File: config.mk
export PLATFORM = sky130hd
export DESIGN_NAME = data_mem_ctrl
export DESIGN_NICKNAME = d
export VERILOG_FILES = /design/src/rtl/mem_pkg.sv /design/src/rtl/stack_pointer.sv /design/src/rtl/data_mem_ctrl.sv
export SDC_FILE = /design/constraint.sdc
export NUM_CORES = 1
export LEC_CHECK = 0
export ABC_AREA = 1
export BUFFER_PORTS_ARGS = -buffer_cell sky130_fd_sc_hd__buf_2
export CELL_PAD_IN_SITES_DETAIL_PLACEMENT = 1
export CELL_PAD_IN_SITES_GLOBAL_PLACEMENT = 2
export CORE_UTILIZATION = 33
export CTS_BUF_LIST = sky130_fd_sc_hd__clkbuf_2 sky130_fd_sc_hd__clkbuf_4 sky130_fd_sc_hd__clkbuf_8
export DETAILED_ROUTE_END_ITERATION = 10
export GPL_ROUTABILITY_DRIVEN = 0
export GPL_TIMING_DRIVEN = 0
export MAX_ROUTING_LAYER = met4
export PLACE_DENSITY = 0.88
export SETUP_SLACK_MARGIN = 0.3
export SLEW_MARGIN = 10
export SYNTH_ARGS = -nofsm -noshare
export SYNTH_HDL_FRONTEND = slang
export SYNTH_HIERARCHICAL = 1
export SYNTH_SLANG_ARGS = --single-unit
File: constraint.sdc
create_clock -name clk -period 6.4 [get_ports clk]
set_input_delay 0 -clock clk [delete_from_list [all_inputs] [get_ports clk]]
set_output_delay 0 -clock clk [all_outputs]
set_load 0.02 [all_outputs]
File: src/rtl/mem_pkg.sv
// Shared constants, state encoding and helpers
// for the data memory controller.
package mem_pkg;

  localparam logic [4:0] OP_PUSH = 5'b01100;
  localparam logic [4:0] OP_POP  = 5'b01101;
  localparam logic [4:0] OP_STD  = 5'b01110;
  localparam logic [4:0] OP_LDD  = 5'b01111;

  localparam logic [10:0] SP_RESET_DEF = 11'h7FF;

  typedef enum logic [1:0] {
    S_IDLE,
    S_ISSUE,
    S_WAIT,
    S_RESP
  } state_t;

  // ops = {push, pop, ldd, std}
  function automatic logic is_onehot(
    input logic [3:0] ops
  );
    return (ops != 4'b0) &&
           ((ops & (ops - 4'd1)) == 4'b0);
  endfunction

  function automatic logic [4:0] enc_op(
    input logic [3:0] ops
  );
    logic [4:0] r;
    r = OP_STD;
    unique case (1'b1)
      ops[3]:  r = OP_PUSH;
      ops[2]:  r = OP_POP;
      ops[1]:  r = OP_LDD;
      default: r = OP_STD;
    endcase
    return r;
  endfunction

endpackage

File: src/rtl/stack_pointer.sv
// Stack pointer register with inc/dec/hold
// and empty/full indications.
module stack_pointer #(
  parameter int unsigned ADDR_W = 11,
  parameter logic [ADDR_W-1:0] SP_RESET = '1
) (
  input  logic              clk,
  input  logic              rst_n,
  input  logic              inc,
  input  logic              dec,
  output logic [ADDR_W-1:0] sp,
  output logic              at_empty,
  output logic              at_full
);

  // inc wins over dec; both are never set together
  always_ff @(posedge clk or negedge rst_n) begin
    if (!rst_n) sp <= SP_RESET;
    else if (inc) sp <= sp + 1'b1;
    else if (dec) sp <= sp - 1'b1;
  end

  assign at_empty = (sp == SP_RESET);
  assign at_full  = (sp == '0);

endmodule

File: src/rtl/data_mem_ctrl.sv
// Memory-stage responder: PUSH/POP/LDD/STD
// against a fixed-latency synchronous RAM.
module data_mem_ctrl
  import mem_pkg::*;
#(
  parameter int unsigned DATA_W = 16,
  parameter int unsigned ADDR_W = 11,
  parameter logic [ADDR_W-1:0] SP_RESET =
    ADDR_W'(SP_RESET_DEF),
  parameter int unsigned MEM_LAT = 1
) (
  input  logic              clk,
  input  logic              rst_n,
  input  logic              req_valid,
  output logic              req_ready,
  input  logic              op_push,
  input  logic              op_pop,
  input  logic              op_ldd,
  input  logic              op_std,
  input  logic [ADDR_W-1:0] ea,
  input  logic [DATA_W-1:0] wdata,
  input  logic              flush,
  output logic              rsp_valid,
  output logic [DATA_W-1:0] rdata,
  output logic              done,
  output logic [ADDR_W-1:0] sp,
  output logic              err_ovf,
  output logic              err_unf,
  output logic              err_ill,
  output logic              mem_en,
  output logic              mem_we,
  output logic [ADDR_W-1:0] mem_addr,
  output logic [DATA_W-1:0] mem_wdata,
  input  logic [DATA_W-1:0] mem_rdata
);

  localparam logic [1:0] LAT_M1 =
    2'(MEM_LAT - 1);

  state_t            state;
  logic [4:0]        op_q;
  logic [1:0]        cnt;
  logic              flushed;
  logic              rsp_q;
  logic [DATA_W-1:0] cap_q;
  logic [DATA_W-1:0] rdata_q;
  logic              at_empty;
  logic              at_full;
  logic              sp_inc;
  logic              sp_dec;
  logic [3:0]        ops;
  logic              accept;
  logic              is_wr;

  assign ops    = {op_push, op_pop, op_ldd, op_std};
  assign accept = req_valid & req_ready;
  assign is_wr  = (op_q == OP_PUSH) ||
                  (op_q == OP_STD);

  assign sp_dec = (state == S_ISSUE) &&
                  (op_q == OP_PUSH);
  assign sp_inc = (state == S_ISSUE) &&
                  (op_q == OP_POP);

  stack_pointer #(
    .ADDR_W   (ADDR_W),
    .SP_RESET (SP_RESET)
  ) u_sp (
    .clk      (clk),
    .rst_n    (rst_n),
    .inc      (sp_inc),
    .dec      (sp_dec),
    .sp       (sp),
    .at_empty (at_empty),
    .at_full  (at_full)
  );

  // A flush in RESP must still hide the
  // response, so the last cycle is gated.
  assign rsp_valid = rsp_q & ~flush;
  assign rdata     = rsp_valid ? cap_q : rdata_q;

  // Request FSM, RAM drive and response capture
  always_ff @(posedge clk or negedge rst_n) begin
    if (!rst_n) begin
      state     <= S_IDLE;
      req_ready <= 1'b1;
      op_q      <= '0;
      cnt       <= '0;
      flushed   <= 1'b0;
      rsp_q     <= 1'b0;
      cap_q     <= '0;
      rdata_q   <= '0;
      done      <= 1'b0;
      err_ovf   <= 1'b0;
      err_unf   <= 1'b0;
      err_ill   <= 1'b0;
      mem_en    <= 1'b0;
      mem_we    <= 1'b0;
      mem_addr  <= '0;
      mem_wdata <= '0;
    end else begin
      done   <= 1'b0;
      rsp_q  <= 1'b0;
      mem_en <= 1'b0;
      mem_we <= 1'b0;
      unique case (state)
        S_IDLE: begin
          if (accept) begin
            if (!is_onehot(ops)) begin
              err_ill <= 1'b1;
              done    <= 1'b1;
            end else if (op_push && at_full) begin
              err_ovf <= 1'b1;
              done    <= 1'b1;
            end else if (op_pop && at_empty) begin
              err_unf <= 1'b1;
              done    <= 1'b1;
            end else begin
              state     <= S_ISSUE;
              req_ready <= 1'b0;
              op_q      <= enc_op(ops);
              flushed   <= 1'b0;
              mem_en    <= 1'b1;
              mem_we    <= op_push | op_std;
              mem_wdata <= wdata;
              mem_addr  <= op_push ? sp :
                           op_pop  ? sp + 1'b1 :
                                     ea;
            end
          end
        end
        S_ISSUE: begin
          if (is_wr) begin
            state     <= S_IDLE;
            req_ready <= 1'b1;
            done      <= 1'b1;
          end else begin
            state <= S_WAIT;
            cnt   <= LAT_M1;
          end
        end
        S_WAIT: begin
          flushed <= flushed | flush;
          if (cnt != 2'd0) begin
            cnt <= cnt - 2'd1;
          end else begin
            state <= S_RESP;
            done  <= 1'b1;
            if (!(flushed || flush)) begin
              rsp_q <= 1'b1;
              cap_q <= mem_rdata;
            end
          end
        end
        S_RESP: begin
          state     <= S_IDLE;
          req_ready <= 1'b1;
          if (rsp_valid) rdata_q <= cap_q;
        end
      endcase
    end
  end

endmodule
==> results.sh, run 1 <==
export IMPL_die_h_um=121.2
export IMPL_clock_skew_ps=10.31
export IMPL_htree_levels=3
export IMPL_num_vias=4725
export IMPL_fin_tns_setup_ps=0
export IMPL_fin_util_pct=43.74
export IMPL_firstDrtPassIters=4
export IMPL_setup_ws_ps=3402
export IMPL_power_density_nw_per_um2=163.1
export IMPL_fmax_ghz=0.3336
export IMPL_crit_start="state[0]"
export IMPL_synthArstFlopShare_pct=100.0
export IMPL_synth_edf_count=0
export IMPL_antennaDiodeCount=0
export IMPL_clockBufferDepth=2
export IMPL_pin_count=113
export IMPL_reg2reg_to="u_sp/sp[5]"
export IMPL_dp_hpwl_um=10520
export IMPL_cts_buffers=9
export IMPL_layout_drive_gt1_share_pct=21.60
export IMPL_hold_path_depth=4
export IMPL_synth_ff_type="dfrtp_1"
export IMPL_comb_power_share_pct=6.7
export IMPL_synth_common_cells="nand2_1, dfrtp_1, inv_1, nor2_1, o21ai_0"
export IMPL_grt_pass1_vias=4984
export IMPL_io_buffers=111
export IMPL_clkLatencyLatePin_ps=360
export IMPL_worst_slew_pin_transition_ps=679.3
export IMPL_cts_sinks=86
export IMPL_multi_input_area_um2=2148
export IMPL_grt_overflow_total=0
export IMPL_pre_cts_ws_ps=3437
export IMPL_pwr_share_clk_pct=38.4
export IMPL_start_kind="flop"
export IMPL_grt_pass1_wl_um=24320
export IMPL_cap_violations=0
export IMPL_end_kind="flop"
export IMPL_wl_per_cell_um=14.68
export IMPL_antenna_found_initial=0
export IMPL_p_sw_uw=227.3
export IMPL_cts_tree="done"
export IMPL_finalWorstPathRequiredPeriod_ps=2998
export IMPL_synth_area_leader_cell="dfrtp_1"
export IMPL_critPathMaxFanout=10
export IMPL_setup_viol=0
export IMPL_final_nets=861
export IMPL_drv_slew=0
export IMPL_hold_path_endpoint="mem_addr[3]"
export IMPL_track_usage_pct=21.80
export IMPL_holdCritPathClass="primary input to flop"
export IMPL_crit_type="flop to flop"
export IMPL_ys_ff_latch=86
export IMPL_syn_area_per_cell_um2=7.368
export IMPL_drt_vias_per_instance=4.817
export IMPL_final_hold_violation_count=0
export IMPL_cts_root_buf="clkbuf_8"
export IMPL_intPower_uw=763.1
export IMPL_rows=43
export IMPL_grt_max_degree=63
export IMPL_critPathArrivalTime_ps=3300
export IMPL_slew_headroom_pct=54.29
export IMPL_die_area_um2=14680
export IMPL_yosys_warnings=6
export IMPL_reg2reg_depth=13
export IMPL_drt_iter0_markers=148
export IMPL_drc_errors=0
export IMPL_power_share_switching_pct=22.95
export IMPL_total_power_uw=990.4
export IMPL_syn_instance_count=636
export IMPL_seqCellArea_um2=2167
export IMPL_r2r_setup_slack_ps=3400
export IMPL_finalCritPeriodShare_pct=46.84
export IMPL_area_growth_synth_to_final_pct=29.59
export IMPL_start_util_pct=33.76
export IMPL_wirelength_um=14400
export IMPL_worstReg2RegStart="state[0]"
export IMPL_seq_power_share_pct=54.9
export IMPL_synth_area_um2=4686
export IMPL_yosysUniqueCellTypes=38
export IMPL_clk_pin_slew_ps=80
export IMPL_whs_ps=30.80
export IMPL_yosysMostFrequentCell="nand2_1"
export IMPL_synth_nets=699
export IMPL_hold_path_startpoint="ea[3]"
export IMPL_nFillCells=1777
export IMPL_required_ps=6700
export IMPL_core_um2=13880
export IMPL_synth_seq_area_share_pct=46.25
export IMPL_run_status="completed"
export IMPL_die_x_um=121.2
export IMPL_synth_top_area_share_pct=39.52
export IMPL_ys_top_cells_by_area="dfrtp_1, nand2_1, dfstp_2"
export IMPL_ir_worst_vdd_mv=0.07440
export IMPL_leakage_uw=0.003322
export IMPL_rsz0062_at_grt="no"
export IMPL_postRouteAntennaNets=0
[cell type report]
type	instances	share of cell area, %
Multi-Input combinational cell	463	35.38
Inverter	71	4.410
Timing Repair Buffer	151	16.07
Clock buffer	11	2.287
Tap cell	180	3.709
Clock inverter	3	0.7624
Buffer	16	1.690
Sequential cell	86	35.69
[kinds of logic (layout without fill, tap and decap cells)]
group                      count (synthesis)  after routing  synth area share [%]
and+or+nand+nor                          380            380                 33.75
buffers and inverters                     87            252                 7.904
DFF                                       86             86                 46.25
AOI/OAI and AO/OA                         66             66                 7.797
adders and majority gates                 12             12                 3.364
xor gates and xnor gates                   5              5                0.9345
[layer usage]
layer  wire, um  part of all wire (%)  vias to the layer above  GRT usage (%)
li1           -                     -                     2312              -
met1       6374                    44                     2300          26.13
met2       7371                    51                       91          37.68
met3        384                   2.7                       22          2.867
met4        271                   1.9                        0          7.330
met5          0                     0                        -              -
[worst max-delay path, cell delays in order (launching register included)]
cell and delay, ps:
dfrtp_1 520, inv_1 70, nor2_1 130, inv_1 90, nor4_1 520, inv_1 390, ha_1 460, nand2_1 110
nand3_1 160, nand2_1 90, nand2_1 70, a21oi_1 140, o21ai_0 100, nand2_1 70
[cells in the final DEF (no fill, tap or decap), types with 2 or more instances in the layout]
cell,n
inv_2,8
nor3_1,4
buf_4,3
nor4_1,4
nand3b_1,4
a21oi_2,2
nand3_1,26
nor2_4,3
nor2_2,3
o21ai_0,38
clkbuf_8,9
inv_1,61
o21bai_1,3
nand2_2,5
nor2_1,48
o21ai_1,2
nand2_1,269
dfstp_2,12
dlygate4sd3_1,39
clkbuf_1,6
buf_6,4
a21oi_1,11
dfrtp_1,74
nand4_1,10
xnor2_1,4
clkbuf_4,2
o22ai_1,4
a21boi_0,3
buf_2,114
ha_1,11
[timing repair]
item	CTS	global route
endpoints found under the hold margin	113	0
hold buffers	39	0
setup buffers	0	0
resized for setup	0	0
[flip-flops by register name, summed over array words and instances (netlist names), named ones only]
register and cells:
op_q 3, err_ill 1, rdata_q 16, req_ready 1, flushed 1, mem_wdata 16
mem_addr 11, cap_q 16, state 1, mem_we 1, mem_en 1, err_ovf 1
err_unf 1, rsp_q 1, done 1, u_sp/sp 11, cnt 2
[how the worst max path moves through the flow]
stage / to / slack [ps] / cells past startpoint
2_1_floorplan: u_sp/sp[10] / 4040 / 16
3_3_place_gp: u_sp/sp[8] / 3440 / 15
3_5_place_dp: u_sp/sp[5] / 3440 / 13
4_1_cts: u_sp/sp[5] / 3400 / 13
5_1_grt: u_sp/sp[5] / 3150 / 13
6_report: u_sp/sp[5] / 3400 / 13
[power groups by stage]
| stage | clock, uW | combinational (uW) | sequential, uW |
|---|---|---|---|
| finish | 380 | 66.8 | 543 |
| global route | 418 | 74.6 | 543 |
| CTS | 397 | 67.9 | 543 |
| detailed placement | 0 | 48.8 | 554 |
| global placement | 0 | 45.4 | 554 |
| floorplan | 0 | 13.7 | 554 |
[per-stage QoR]
step	cell area, um^2	std cells
3_3_place_gp	5466	927
5_1_grt	6072	981
4_1_cts	6072	981
3_5_place_dp	5497	928
2_1_floorplan	4686	636
6_report	6072	981
(Power assumes the default switching activity.)
==> run 2, diff against run 1 <==
--- a/config.mk
+++ b/config.mk
@@ -5,17 +5,17 @@
 export SDC_FILE = /design/constraint.sdc
 export NUM_CORES = 1
 export LEC_CHECK = 0
-export ABC_AREA = 1
+export ABC_AREA = 0
 export BUFFER_PORTS_ARGS = -buffer_cell sky130_fd_sc_hd__buf_2
 export CELL_PAD_IN_SITES_DETAIL_PLACEMENT = 1
 export CELL_PAD_IN_SITES_GLOBAL_PLACEMENT = 2
-export CORE_UTILIZATION = 33
+export CORE_UTILIZATION = 31
 export CTS_BUF_LIST = sky130_fd_sc_hd__clkbuf_2 sky130_fd_sc_hd__clkbuf_4 sky130_fd_sc_hd__clkbuf_8
 export DETAILED_ROUTE_END_ITERATION = 10
 export GPL_ROUTABILITY_DRIVEN = 0
 export GPL_TIMING_DRIVEN = 0
 export MAX_ROUTING_LAYER = met4
-export PLACE_DENSITY = 0.88
+export PLACE_DENSITY = 0.79
 export SETUP_SLACK_MARGIN = 0.3
 export SLEW_MARGIN = 10
 export SYNTH_ARGS = -nofsm -noshare
==> constraint.sdc (replaced) <==
create_clock -name clk -period 2.6 [get_ports clk]
set_input_delay 0 -clock clk [delete_from_list [all_inputs] [get_ports clk]]
set_output_delay 0 -clock clk [all_outputs]
set_load 0.02 [all_outputs]
==> run 2 against run 1 <==
Effect of this change: critical path depth down 2; count of clock-buffer cells in the layout rose by 1; synthesized area decreased by 3.4%; non-clock buffer count rose by 53; cell area is 7.5% higher; sequential share of layout area down 2.5 points; via count shrank 13%; global-route usage is 3.1 points lower; clock power rose to 2.7 times the previous value; core utilization rose by 2.7 points; worst setup slack got worse by 3300 ps; highest routed layer unchanged.
==> results.sh, run 2 <==
export IMPL_run_status="completed"
export IMPL_postPlaceCellArea_um2=5386
export IMPL_drv_slew=0
export IMPL_htree_levels=3
export IMPL_synthArstFlopShare_pct=100.0
export IMPL_yosysUniqueCellTypes=61
export IMPL_crit_type="flop to flop"
export IMPL_syn_area_per_cell_um2=10.45
export IMPL_synth_nets=496
export IMPL_synth_compound_area_share_pct=12.78
export IMPL_track_usage_pct=18.72
export IMPL_final_common_cell="buf_2"
export IMPL_io_buffers=111
export IMPL_clkLatencyLatePin_ps=370
export IMPL_synth_common_cells="nand2_1, dfrtp_1, mux2_2, nor2_1"
export IMPL_power_density_nw_per_um2=1213
export IMPL_start_util_pct=32.22
export IMPL_synth_seq_area_share_pct=47.90
export IMPL_yosysMostFrequentCell="nand2_1"
export IMPL_layout_drive_gt1_share_pct=44.20
export IMPL_synth_top_family_by_area="simple AND/OR/NAND/NOR gates"
export IMPL_finalWorstPathRequiredPeriod_ps=2531
export IMPL_die_area_um2=15080
export IMPL_cts_root_buf="clkbuf_8"
export IMPL_ys_top_cells_by_area="dfrtp_1, mux2_2, dfstp_2"
export IMPL_grt_pass1_vias=4262
export IMPL_rows=43
export IMPL_final_hold_violation_count=0
export IMPL_synth_area_leader_cell="dfrtp_1"
export IMPL_yosys_warnings=6
export IMPL_wl_per_cell_um=16.54
export IMPL_worst_slew_pin_transition_ps=621.7
export IMPL_syn_instance_count=433
export IMPL_setup_viol=0
export IMPL_wirelength_um=13680
export IMPL_multi_input_area_um2=2345
export IMPL_synth_area_um2=4524
export IMPL_dp_hpwl_um=9121
export IMPL_hold_path_depth=4
export IMPL_fin_util_pct=46.48
export IMPL_drt_vias_per_instance=4.954
export IMPL_critPathMaxFanout=7
export IMPL_grt_overflow_total=0
export IMPL_synthXorXnorAreaFrac_pct=1.549
export IMPL_antennaDiodeCount=0
export IMPL_layout_common_cells="buf_2, nand2_1, dfrtp_1, buf_4, mux2_2"
export IMPL_fmax_ghz=0.3951
export IMPL_final_cells=827
export IMPL_muxShareOfSynthArea_pct=13.83
export IMPL_critPathArrivalTime_ps=2820
export IMPL_clk_pin_slew_ps=100
export IMPL_drt_iter0_markers=136
export IMPL_dp_cells=725
export IMPL_synth_edf_count=0
export IMPL_start_kind="flop"
export IMPL_die_h_um=122.8
export IMPL_postRouteAntennaNets=0
export IMPL_final_nets=705
export IMPL_clock_skew_ps=12.00
export IMPL_holdCritPathClass="primary input to flop"
export IMPL_seqCellArea_um2=2167
export IMPL_die_x_um=122.8
export IMPL_reg2reg_depth=11
export IMPL_firstDrtPassIters=4
export IMPL_clockBufferDepth=2
export IMPL_slew_headroom_pct=58.23
export IMPL_cap_violations=0
export IMPL_rsz0062_at_grt="yes"
export IMPL_total_power_uw=7919
export IMPL_synth_top_area_share_pct=40.93
export IMPL_pin_count=113
export IMPL_core_um2=14040
export IMPL_num_vias=4097
export IMPL_nFillCells=1587
export IMPL_top_regs="cap_q (16), mem_wdata (16), rdata_q (16)"
export IMPL_finalCritPeriodShare_pct=97.35
export IMPL_yosys_area_share_simple_pct=15.96
export IMPL_fin_area_um2=6528
export IMPL_cts_tree="done"
export IMPL_ir_worst_vdd_mv=0.5912
export IMPL_grt_max_degree=48
export IMPL_required_ps=2890
export IMPL_antenna_found_initial=0
export IMPL_area_growth_synth_to_final_pct=44.28
export IMPL_end_kind="flop"
export IMPL_synth_fa_ha_area_share_pct=3.485
export IMPL_synth_ff_type="dfrtp_1"
export IMPL_ys_ff_latch=86
export IMPL_grt_pass1_wl_um=21230
export IMPL_cts_sinks=86
export IMPL_drc_errors=0
export IMPL_leakage_uw=0.003196
export IMPL_cts_buffers=9
## run 2: what timing repair did
| item | CTS | global route |
|---|---|---|
| endpoints found under the setup margin | 38 | 40 |
| gates cloned | 0 | 0 |
| endpoints found under the hold margin | 79 | 0 |
| gates resized for setup | 23 | 4 |
| hold buffers | 38 | 0 |
| setup buffers | 16 | 32 |
| pin swaps | 14 | 5 |
## run 2: power by group
part	total (uW)	leakage (uW)	switching (uW)	internal, uW
combinational	4510	0.00202	2340	2160
clock	1020	0.000106	506	511
sequential	2390	0.00107	415	1980
## run 2: logic make-up (layout without fill, tap and decap cells)
group                    after synthesis  in the layout
adder cells (fa/ha/maj)               12             12
buffers and inverters                 33            247
AND/OR/NAND/NOR                      154            154
multiplexers                          53             53
AO/OA/AOI/OAI                         87             87
flip-flops                            86             86
XOR/XNOR                               8              8
## run 2: final timing paths
path                       startpoint       endpoint  slack (ps)
min reg2reg                   err_ill        err_ill         480
min                           op_push        op_q[1]          30
max reg2reg                      flop    u_sp/sp[10]          70
max in group asynchronous       rst_n  mem_wdata[11]        1810
min in group asynchronous       rst_n        op_q[0]         180
max                              flop    u_sp/sp[10]          70
## run 2: cell type report
class	count	area share, %
tap	180	3.450
inverter	11	0.7476
sequential	86	33.20
timing repair buffer	198	20.62
multi-input combinational	314	35.92
clock buffer	12	2.434
clock inverter	4	0.8434
buffer	22	2.779
## run 2: per-layer routing
layer,GRT usage (%),vias up,wire length [um]
met2,31.43,96,6956
met3,3.392,7,586
met4,5.335,0,108
met1,22.95,2041,6028
met5,-,-,0
li1,-,1953,-
## run 2: worst max-delay path, stage by stage, from the launching register on
cell and delay (ps):
dfrtp_1 380, buf_6 120, nand3b_1 200, nor3_4 200, inv_4 110, buf_4 160, ha_4 230, and3_1 170
a221oi_4 380, o2111a_1 280, a21oi_2 50, xnor2_1 190
## run 2: through the flow
| step | TNS (ps) | hold WS, ps | setup WS (ps) |
|---|---|---|---|
| after global placement | -86.85 | 179.8 | -86.85 |
| after floorplan | 0 | -295.6 | 209.9 |
| final | 0 | 27.55 | 68.78 |
| after detailed placement | -234.0 | 30.86 | -124.2 |
| after global routing | -38.18 | 49.87 | -38.18 |
| after CTS | 0 | 21.12 | 45.78 |
